<file path="src/rtl/wb_pkg.sv">
// Shared codes for the writeback select pipe: set conditions, output select
// codes, flag and control bit positions.
package wb_pkg;

    typedef enum logic [2:0] {
        SET_SEQ  = 3'd0,
        SET_SLT  = 3'd1,
        SET_SLE  = 3'd2,
        SET_SCO  = 3'd3,
        SET_SNE  = 3'd4,
        SET_SGE  = 3'd5,
        SET_SLTU = 3'd6,
        SET_SGT  = 3'd7
    } setop_e;

    typedef enum logic [2:0] {
        OUTSEL_BTR  = 3'd0,
        OUTSEL_SET1 = 3'd1,
        OUTSEL_SET0 = 3'd2,
        OUTSEL_LINK = 3'd3,
        OUTSEL_LBI  = 3'd4,
        OUTSEL_SLBI = 3'd5,
        OUTSEL_ALU  = 3'd6
    } outsel_e;

    // Bit positions inside flags = {carry, ofl, zero, neg}.
    localparam int FLAG_CARRY = 3;
    localparam int FLAG_OFL   = 2;
    localparam int FLAG_ZERO  = 1;
    localparam int FLAG_NEG   = 0;

    // Bit positions inside ctl = {btr, set, link, lbi, slbi}.
    localparam int CTL_BTR  = 4;
    localparam int CTL_SET  = 3;
    localparam int CTL_LINK = 2;
    localparam int CTL_LBI  = 1;
    localparam int CTL_SLBI = 0;

endpackage

</file>
<file path="src/rtl/wb_cond_eval.sv">
// Combinational set-condition evaluator: maps a flag nibble and a set_op
// code to a single true/false result.
module wb_cond_eval
    import wb_pkg::*;
(
    input  logic [3:0] flags,
    input  logic [2:0] set_op,
    output logic       cond
);

    logic carry;
    logic zero;
    logic lt;

    assign carry = flags[FLAG_CARRY];
    assign zero  = flags[FLAG_ZERO];
    assign lt    = flags[FLAG_NEG] ^ flags[FLAG_OFL];

    always_comb begin
        // NOTE: default first so every path assigns cond; otherwise a latch is inferred.
        cond = 1'b0;
        case (setop_e'(set_op))
            SET_SEQ:  cond = zero;
            SET_SLT:  cond = lt;
            SET_SLE:  cond = zero | lt;
            SET_SCO:  cond = carry;
            SET_SNE:  cond = ~zero;
            SET_SGE:  cond = ~lt;
            SET_SLTU: cond = ~carry;
            SET_SGT:  cond = ~zero & ~lt;
            default:  cond = 1'b0;
        endcase
    end

endmodule

</file>
<file path="src/rtl/wb_select_pipe.sv">
// One-stage writeback select pipe with valid/ready handshake and flush.
// Define WB_SELECT_CCR_EN to add a stored 4-bit condition register.
module wb_select_pipe
    import wb_pkg::*;
#(
    parameter int WIDTH = 16
) (
    input  logic             clk,
    input  logic             rst_n,
    input  logic             in_valid,
    output logic             in_ready,
    input  logic [3:0]       flags,
    input  logic [4:0]       ctl,
    input  logic [2:0]       set_op,
    input  logic             flags_wr,
    input  logic             use_ccr,
    input  logic [WIDTH-1:0] alu_res,
    input  logic [WIDTH-1:0] opa,
    input  logic [WIDTH-1:0] pc_next,
    input  logic [WIDTH-1:0] imm,
    output logic             out_valid,
    input  logic             out_ready,
    input  logic             flush,
    output logic [WIDTH-1:0] wb_data,
    output logic [2:0]       out_sel
);

    localparam int HALF = WIDTH / 2;

    logic             xfer;
    logic [3:0]       eval_flags;
    logic             cond;
    outsel_e          sel_next;
    logic [WIDTH-1:0] data_next;
    logic [WIDTH-1:0] opa_rev;

    assign in_ready = ~out_valid | out_ready;
    assign xfer     = in_valid & in_ready;

`ifdef WB_SELECT_CCR_EN
    logic [3:0] ccr;

    // A flushed request never commits, so it must not leave flags behind.
    always_ff @(posedge clk) begin
        if (!rst_n) begin
            ccr <= '0;
        end else if (xfer && !flush && flags_wr) begin
            ccr <= flags;
        end
    end

    assign eval_flags = use_ccr ? ccr : flags;
`else
    logic unused_ccr_ctl;

    assign unused_ccr_ctl = flags_wr ^ use_ccr;
    assign eval_flags     = flags;
`endif

    wb_cond_eval u_cond_eval (
        .flags  (eval_flags),
        .set_op (set_op),
        .cond   (cond)
    );

    always_comb begin
        opa_rev = '0;
        for (int i = 0; i < WIDTH; i++) begin
            opa_rev[i] = opa[WIDTH-1-i];
        end
    end

    always_comb begin
        sel_next = OUTSEL_ALU;
        if (ctl[CTL_BTR]) begin
            sel_next = OUTSEL_BTR;
        end else if (ctl[CTL_SET]) begin
            sel_next = cond ? OUTSEL_SET1 : OUTSEL_SET0;
        end else if (ctl[CTL_LINK]) begin
            sel_next = OUTSEL_LINK;
        end else if (ctl[CTL_LBI]) begin
            sel_next = OUTSEL_LBI;
        end else if (ctl[CTL_SLBI]) begin
            sel_next = OUTSEL_SLBI;
        end
    end

    always_comb begin
        data_next = alu_res;
        case (sel_next)
            OUTSEL_BTR:  data_next = opa_rev;
            OUTSEL_SET1: data_next = WIDTH'(1);
            OUTSEL_SET0: data_next = '0;
            OUTSEL_LINK: data_next = pc_next;
            OUTSEL_LBI:  data_next = imm;
            OUTSEL_SLBI: data_next = (opa << HALF) | {{HALF{1'b0}}, imm[HALF-1:0]};
            OUTSEL_ALU:  data_next = alu_res;
            default:     data_next = alu_res;
        endcase
    end

    // Flush beats a same-cycle transfer; data and select keep their last
    // value whenever nothing new is loaded.
    always_ff @(posedge clk) begin
        // NOTE: non-blocking assignments for all registered state so every flop samples pre-edge values.
        if (!rst_n) begin
            // NOTE: the datapath registers are reset too, so outputs are never X after reset.
            out_valid <= 1'b0;
            wb_data   <= '0;
            out_sel   <= OUTSEL_ALU;
        end else if (flush) begin
            out_valid <= 1'b0;
        end else if (xfer) begin
            out_valid <= 1'b1;
            wb_data   <= data_next;
            out_sel   <= sel_next;
        end else if (out_ready) begin
            out_valid <= 1'b0;
        end
    end

endmodule

</file>
<file path="config.mk">
export PLATFORM = sky130hd
export DESIGN_NAME = wb_select_pipe
export DESIGN_NICKNAME = d
export VERILOG_FILES = /design/src/rtl/wb_pkg.sv /design/src/rtl/wb_cond_eval.sv /design/src/rtl/wb_select_pipe.sv
export SDC_FILE = /design/constraint.sdc
export NUM_CORES = 1
export LEC_CHECK = 0
export BUFFER_PORTS_ARGS = -buffer_cell sky130_fd_sc_hd__clkbuf_2
export CORE_MARGIN = 3
export CORE_UTILIZATION = 33
export DETAILED_ROUTE_END_ITERATION = 16
export MAX_ROUTING_LAYER = met4
export PLACE_DENSITY = 0.68
export REMOVE_ABC_BUFFERS = 1
export SYNTH_ARGS = -nofsm -noshare
export SYNTH_HDL_FRONTEND = slang
export SYNTH_SLANG_ARGS = --single-unit
</file>
<file path="constraint.sdc">
create_clock -name clk -period 2.6 [get_ports clk]
set_input_delay 0.52 -clock clk [delete_from_list [all_inputs] [get_ports clk]]
set_output_delay 0.52 -clock clk [all_outputs]
set_load 0.01 [all_outputs]
</file>
==> metrics.md, run 1 <==
| Metric | Value |
|---|---|
| Status | finished, final reports clean |
| Nets | 362 |
| Largest net degree at the start of global routing | 48 |
| First-pass GRT wire length | 6.713 mm |
| Layout cells sized above 1 | 0.4137 |
| Mapped Avg Cell Area | 7.487 sq um |
| Number of diodes | 0 |
| CTS Hold Buffers Added | 0 |
| Clock Path Buffers | 2 |
| Ys flop type | dfxtp_1 |
| Count of warnings emitted by yosys | 0 |
| Leak | about 0.98 nW |
| Crit path DAT | 1.93 ns |
| FILL cells | just under 400 |
| Most frequent cells in the layout | 101 x clkbuf_2, 27 x nand2_1, 20 x dfxtp_1 |
| Worst-path cell chain | clkbuf_2 > nor2_2 > o21a_1 > a222oi_1 > o31ai_1 > and2_1 |
| Residual DRC count | 0 |
| Synth unique cells | 39 |
| Min-delay src | out_sel[1]$_SDFFE_PN1P_ |
| Slew Limit Fails | 0 |
| Slew margin rel. | 0.6548 |
| Post-synthesis sequential area ratio | 0.2906 |
| Initial Util | 0.3600 |
| Crit path largest cell delay | approximately 0.5 ns |
| Worst reg2reg setup slack | roughly 1.2 ns |
| Worst setup SP type | input pin |
| Clk_lat worst skew | 0.26 ns |
| Initial antenna violation count | 0 |
| R2r worst-path depth | 6 |
| Core Region | between 3000 and 4000 sq um |
| Unrepaired setup endpoints after global routing | false |
| DR vias/cell | 5.230 |
| Setup Fix Bufs, Post-CTS | 0 |
| CP max-delay cell | o21a_1 |
| Placer Congestion | between 0.8 and 0.9 |
| Multi-input combinational cell area | 892.1 sq um |
| CTS tree | built |
| I/O Buffers | between 100 and 150 |
| Sequential cell area | about 400 sq um |
| CP max FO | 15 |
| Final instance area | between 1500 and 2000 sq um |
| Clk root buf | clkbuf_8 |
| Setup TNS Final | 0 ns |
| Clk sink count | 20 |
| RR Startpoint | out_valid$_SDFFE_PP0P_ |
| Hpwl dp | around 3.3 mm |
| Crit. End Element | flip-flop |
| Crit-path leading delay family | compound AO/OA/AOI/OAI gates |
| Full die area | 4986 sq um |
| Die width | between 70 and 80 microns |
| Hold_ws | around 0.47 ns |
| Post-synth EDFFs | 0 |
| CP required | between 2 and 3 ns |
| Fmax | 0.5803 GHz |
| Most common cell after layout, fill and taps aside | clkbuf_2 |
| Drt total wl | 4.411 mm |
| Syn-to-layout area delta | 42.78% |
| Post-cts gate resize count | 0 |
| Power per cell area | about 400 nW/um^2 |
| Worst Tran Pin Value | about 0.52 ns |
| Synthesized flop and latch total | 20 |
| Worst Hold Path Cells | 2 |
| HP Class | flip-flop to flip-flop |
| Grt total ovfl | 0 |
| Row Count | 22 |
| Post-synth ARST share | 0 |
| Tmin final | 1.723 ns |
| Hold Fails Final Rpt | 0 |
| Placed cells | 322 |
| DIE HEIGHT | between 70 and 80 microns |
| Maximum VDD drop | roughly 180 uV |
| Fin util | 0.5141 |
| Drt pass-1 iters | 5 |
| GR Util All Layers | 0.1664 |
| # IOs | 104 |
| ANT nets after route | 0 |
| Clock transition at the registers of the reported paths | 0.07 ns |
| Total CTS buffers | 3 |
| Place WS | slightly above 0.6 ns |
| H-Tree Depth | 1 |
| Hold EP | out_sel[1]$_SDFFE_PN1P_ |
| Iter 0 DRT Violations | around 140 |
| Power Total | between 0.7 and 0.8 mW |
| Period utilization | 0.6628 |
| Clock Skew | 0.004798 ns |
| Post-Syn Instances | around 180 |
| Number of setup violations in the final report | 0 |
| Setup CP Type | input pin to flip-flop |
| Final std cells w/o fill | ~330 |
| Critical path buffer and inverter count | 1 |
| Worst Slack Setup Final | slightly below 0.9 ns |
| Max capacitance violation total | 0 |
| Crit Reg-Reg Endpoint | wb_data[0]$_SDFFE_PN0P_ |
| Synth Cell Area | 1378 sq um |
| WL/cell | 13.53 microns |
| Via count | between 1500 and 2000 |
| Vias in the first global route | between 1000 and 1500 |
| Cell Area, Placed | 1912 sq um |
power by group:
part	switching, mW	total [mW]	internal [mW]
Clock	0.106	0.241	0.135
Combinational	0.0996	0.209	0.110
Sequential	0.00801	0.328	0.320
Total	0.214	0.778	0.564
worst max path at each step:
stage | startpoint | endpoint | slack [ns] | cells after the start
finish | ctl[1] | wb_data[2]$_SDFFE_PN0P_ | 0.88 | 6
global route | ctl[1] | wb_data[6]$_SDFFE_PN0P_ | 0.72 | 6
CTS | ctl[1] | wb_data[2]$_SDFFE_PN0P_ | 0.89 | 6
detailed placement | ctl[2] | wb_data[14]$_SDFFE_PN0P_ | 0.61 | 7
global placement | ctl[1] | wb_data[5]$_SDFFE_PN0P_ | 0.62 | 6
floorplan | out_ready | wb_data[0]$_SDFFE_PN0P_ | 0.23 | 5
synth_stat cells (3+ instances only):
library cell   n  area share
o31ai_1        7       0.038
inv_1          5       0.014
dfxtp_1       20        0.29
nor3_1         3       0.011
nor2_1        16       0.044
nand2_1       27       0.074
nand2b_1       9       0.041
nand3_1       10       0.036
o21ai_0       17       0.062
and2_1         9       0.041
a222oi_1      15        0.11
buf_2          4       0.015
clkbuf_1       7       0.019
and3_1         8       0.036
a21oi_1        3       0.011
cell type report:
class | count | share of cell area
Inverter | 5 | 0.009542
Sequential cell | 20 | 0.2036
Timing Repair Buffer | 104 | 0.2748
Tap cell | 48 | 0.03053
Clock buffer | 4 | 0.02799
Multi-Input combinational cell | 145 | 0.4536
sequential cells by signal, summed over array words and instances (netlist names):
name,flops
wb_data,16
out_valid,1
out_sel,3
worst register-to-register path, cell delays in order (launching register included):
cell      delay [ns]
dfxtp_1         0.32
nand2b_1        0.11
nand3b_1        0.13
buf_12          0.20
or3_1           0.39
nand3_1         0.10
o22ai_1         0.07
routing by layer:
layer / vias up / GRT usage / wire (microns)
li1: 866 / - / -
met1: 758 / 0.2251 / 2005
met2: 79 / 0.2620 / 2026
met3: 2 / 0.02983 / 366
met4: 0 / 0.03340 / 13
met5: - / - / 0
cell families (layout without fill, tap and decap cells):
kind of cell / after synthesis / count (layout) / share of synthesized area
DFF: 20 / 20 / 0.2906
and+or+nand+nor: 88 / 88 / 0.3179
xor gates and xnor gates: 1 / 1 / 0.006359
AOI/OAI and AO/OA: 52 / 52 / 0.2807
buffers and inverters: 19 / 113 / 0.06176
muxes: 4 / 4 / 0.04268
Power figures use the tool's default switching activity.
==> run 2: changes to the inputs <==
==> constraint.sdc (replaced) <==
create_clock -name clk -period 1.6 [get_ports clk]
set_input_delay 0.32 -clock clk [delete_from_list [all_inputs] [get_ports clk]]
set_output_delay 0.32 -clock clk [all_outputs]
set_load 0.01 [all_outputs]
==> metrics.md, run 2 (same netlist as run 1, synthesis figures left out) <==
| Metric | Value |
|---|---|
| Placed cells | between 300 and 400 |
| Most common cell after layout, fill and taps aside | clkbuf_2 |
| Setup TNS Final | 0 ns |
| Hold Fails Final Rpt | 0 |
| Power Total | ~1.3 mW |
| Drt pass-1 iters | 7 |
| Power per cell area | roughly 630 nW/um^2 |
| Maximum VDD drop | 387.7 uV |
| Core Region | 3826 sq um |
| Post-cts gate resize count | 0 |
| Sequential cell area | 400.4 sq um |
| Multi-input combinational cell area | ~900 sq um |
| Clk_lat worst skew | approximately 0.26 ns |
| Max reg flops | 16 |
| DR vias/cell | between 5 and 6 |
| HP Class | input pin to flip-flop |
| Clk sink count | 20 |
| Initial antenna violation count | 0 |
| Tmin final | 1.418 ns |
| Clock Skew | around 0.0023 ns |
| Setup Fix Bufs, Post-CTS | 0 |
| Cell Area, Placed | 1987 sq um |
| Final instance area | between 2000 and 2500 sq um |
| Syn-to-layout area delta | 48.23% |
| Residual DRC count | 0 |
| Full die area | between 4000 and 5000 sq um |
| Placer Congestion | 0.7823 |
| Largest registers | wb_data x16, out_sel x3, out_valid x1 |
| Via count | 1744 |
| Largest net degree at the start of global routing | 42 |
| # IOs | ~100 |
| WL/cell | about 14 microns |
| Nets | approximately 370 |
| Row Count | 22 |
| Number of setup violations in the final report | 0 |
| Hold_ws | 0.2796 ns |
| Total CTS buffers | 3 |
| Crit path DAT | about 1.6 ns |
| Most frequent cells in the layout | 101 x clkbuf_2, 27 x nand2_1, 20 x dfxtp_1 |
| Final std cells w/o fill | 336 |
| Leak | 1.032 nW |
| I/O Buffers | a little over 100 |
| Crit. End Element | flip-flop |
| Setup CP Type | input pin to flip-flop |
| ANT nets after route | 0 |
| Clock Path Buffers | 2 |
| Period utilization | 0.8864 |
| Grt total ovfl | 0 |
| DIE HEIGHT | between 70 and 80 microns |
| Unrepaired setup endpoints after global routing | false |
| Number of diodes | 0 |
| Iter 0 DRT Violations | 85 |
| CP max FO | 3 |
| Status | finished, final reports clean |
| Initial Util | 0.3600 |
| Reg with most FFs | wb_data |
| FILL cells | approximately 380 |
| Fmax | roughly 0.71 GHz |
| Hpwl dp | between 3 and 4 mm |
| Worst setup SP type | input pin |
| H-Tree Depth | 1 |
| Clock transition at the registers of the reported paths | about 0.070 ns |
| Clk root buf | clkbuf_8 |
| CP required | 1.81 ns |
| Drt total wl | around 4.6 mm |
| First-pass GRT wire length | around 7.3 mm |
| Layout cells sized above 1 | 0.4340 |
| Max capacitance violation total | 0 |
| CTS tree | built |
| Slew Limit Fails | 0 |
| Die width | 70.61 microns |
| Vias in the first global route | approximately 1600 |
| Slew margin rel. | 0.7169 |
| Worst Tran Pin Value | 0.4194 ns |
| CTS Hold Buffers Added | 0 |
| GR Util All Layers | 0.1830 |
==> run 2: changes by cell type in the layout (fill, tap and decap cells not counted) <==
| cell | delta |
|---|---|
| buf_4 | +10 |
==> run 2: routing by layer <==
layer,vias to the layer above,share of wire,global-route usage,wire length (microns)
li1,883,-,-,-
met4,0,0.0088,0.03132,40
met2,77,0.47,0.2983,2156
met1,780,0.44,0.2348,2006
met5,-,0,-,0
met3,4,0.077,0.04403,351
==> run 2: cell type report <==
type,instances,share of cell area
Clock buffer,4,0.02696
Inverter,5,0.009191
Timing Repair Buffer,114,0.3015
Multi-Input combinational cell,145,0.4369
Tap cell,48,0.02941
Sequential cell,20,0.1961
==> run 2: final timing paths <==
check,startpoint,end,slack [ns],cells after the start
setup / recovery,flags[2],out_sel[0]$_SDFFE_PN0P_,0.18,6
setup reg to reg,out_valid$_SDFFE_PP0P_,wb_data[0]$_SDFFE_PN0P_,0.19,6
hold reg to reg,out_sel[1]$_SDFFE_PN1P_,out_sel[1]$_SDFFE_PN1P_,0.47,2
hold / removal,in_valid,out_valid$_SDFFE_PP0P_,0.28,3
==> run 2: where the power goes <==
| group | total [mW] | internal (mW) | switching [mW] | leakage (nW) |
|---|---|---|---|---|
| registers | 0.533 | 0.520 | 0.0129 | 0.163 |
| clock network | 0.389 | 0.219 | 0.170 | 0.0288 |
| logic | 0.360 | 0.193 | 0.167 | 0.840 |
| total | 1.28 | 0.932 | 0.350 | 1.03 |
==> run 2: worst max-delay path, cell delays in order <==
cell and delay (ns):
clkbuf_2 0.08, xor2_1 0.17, a21o_1 0.16, mux4_2 0.51, a211oi_2 0.25, a31o_1 0.12
==> run 2: per-stage QoR <==
stage                       util  setup slack, ns
after floorplan                -          -0.5747
after global placement    0.5193         -0.02750
after detailed placement  0.5193         -0.09281
after CTS                 0.5337           0.1777
after global routing      0.5337          0.06846
final                     0.5337           0.1818
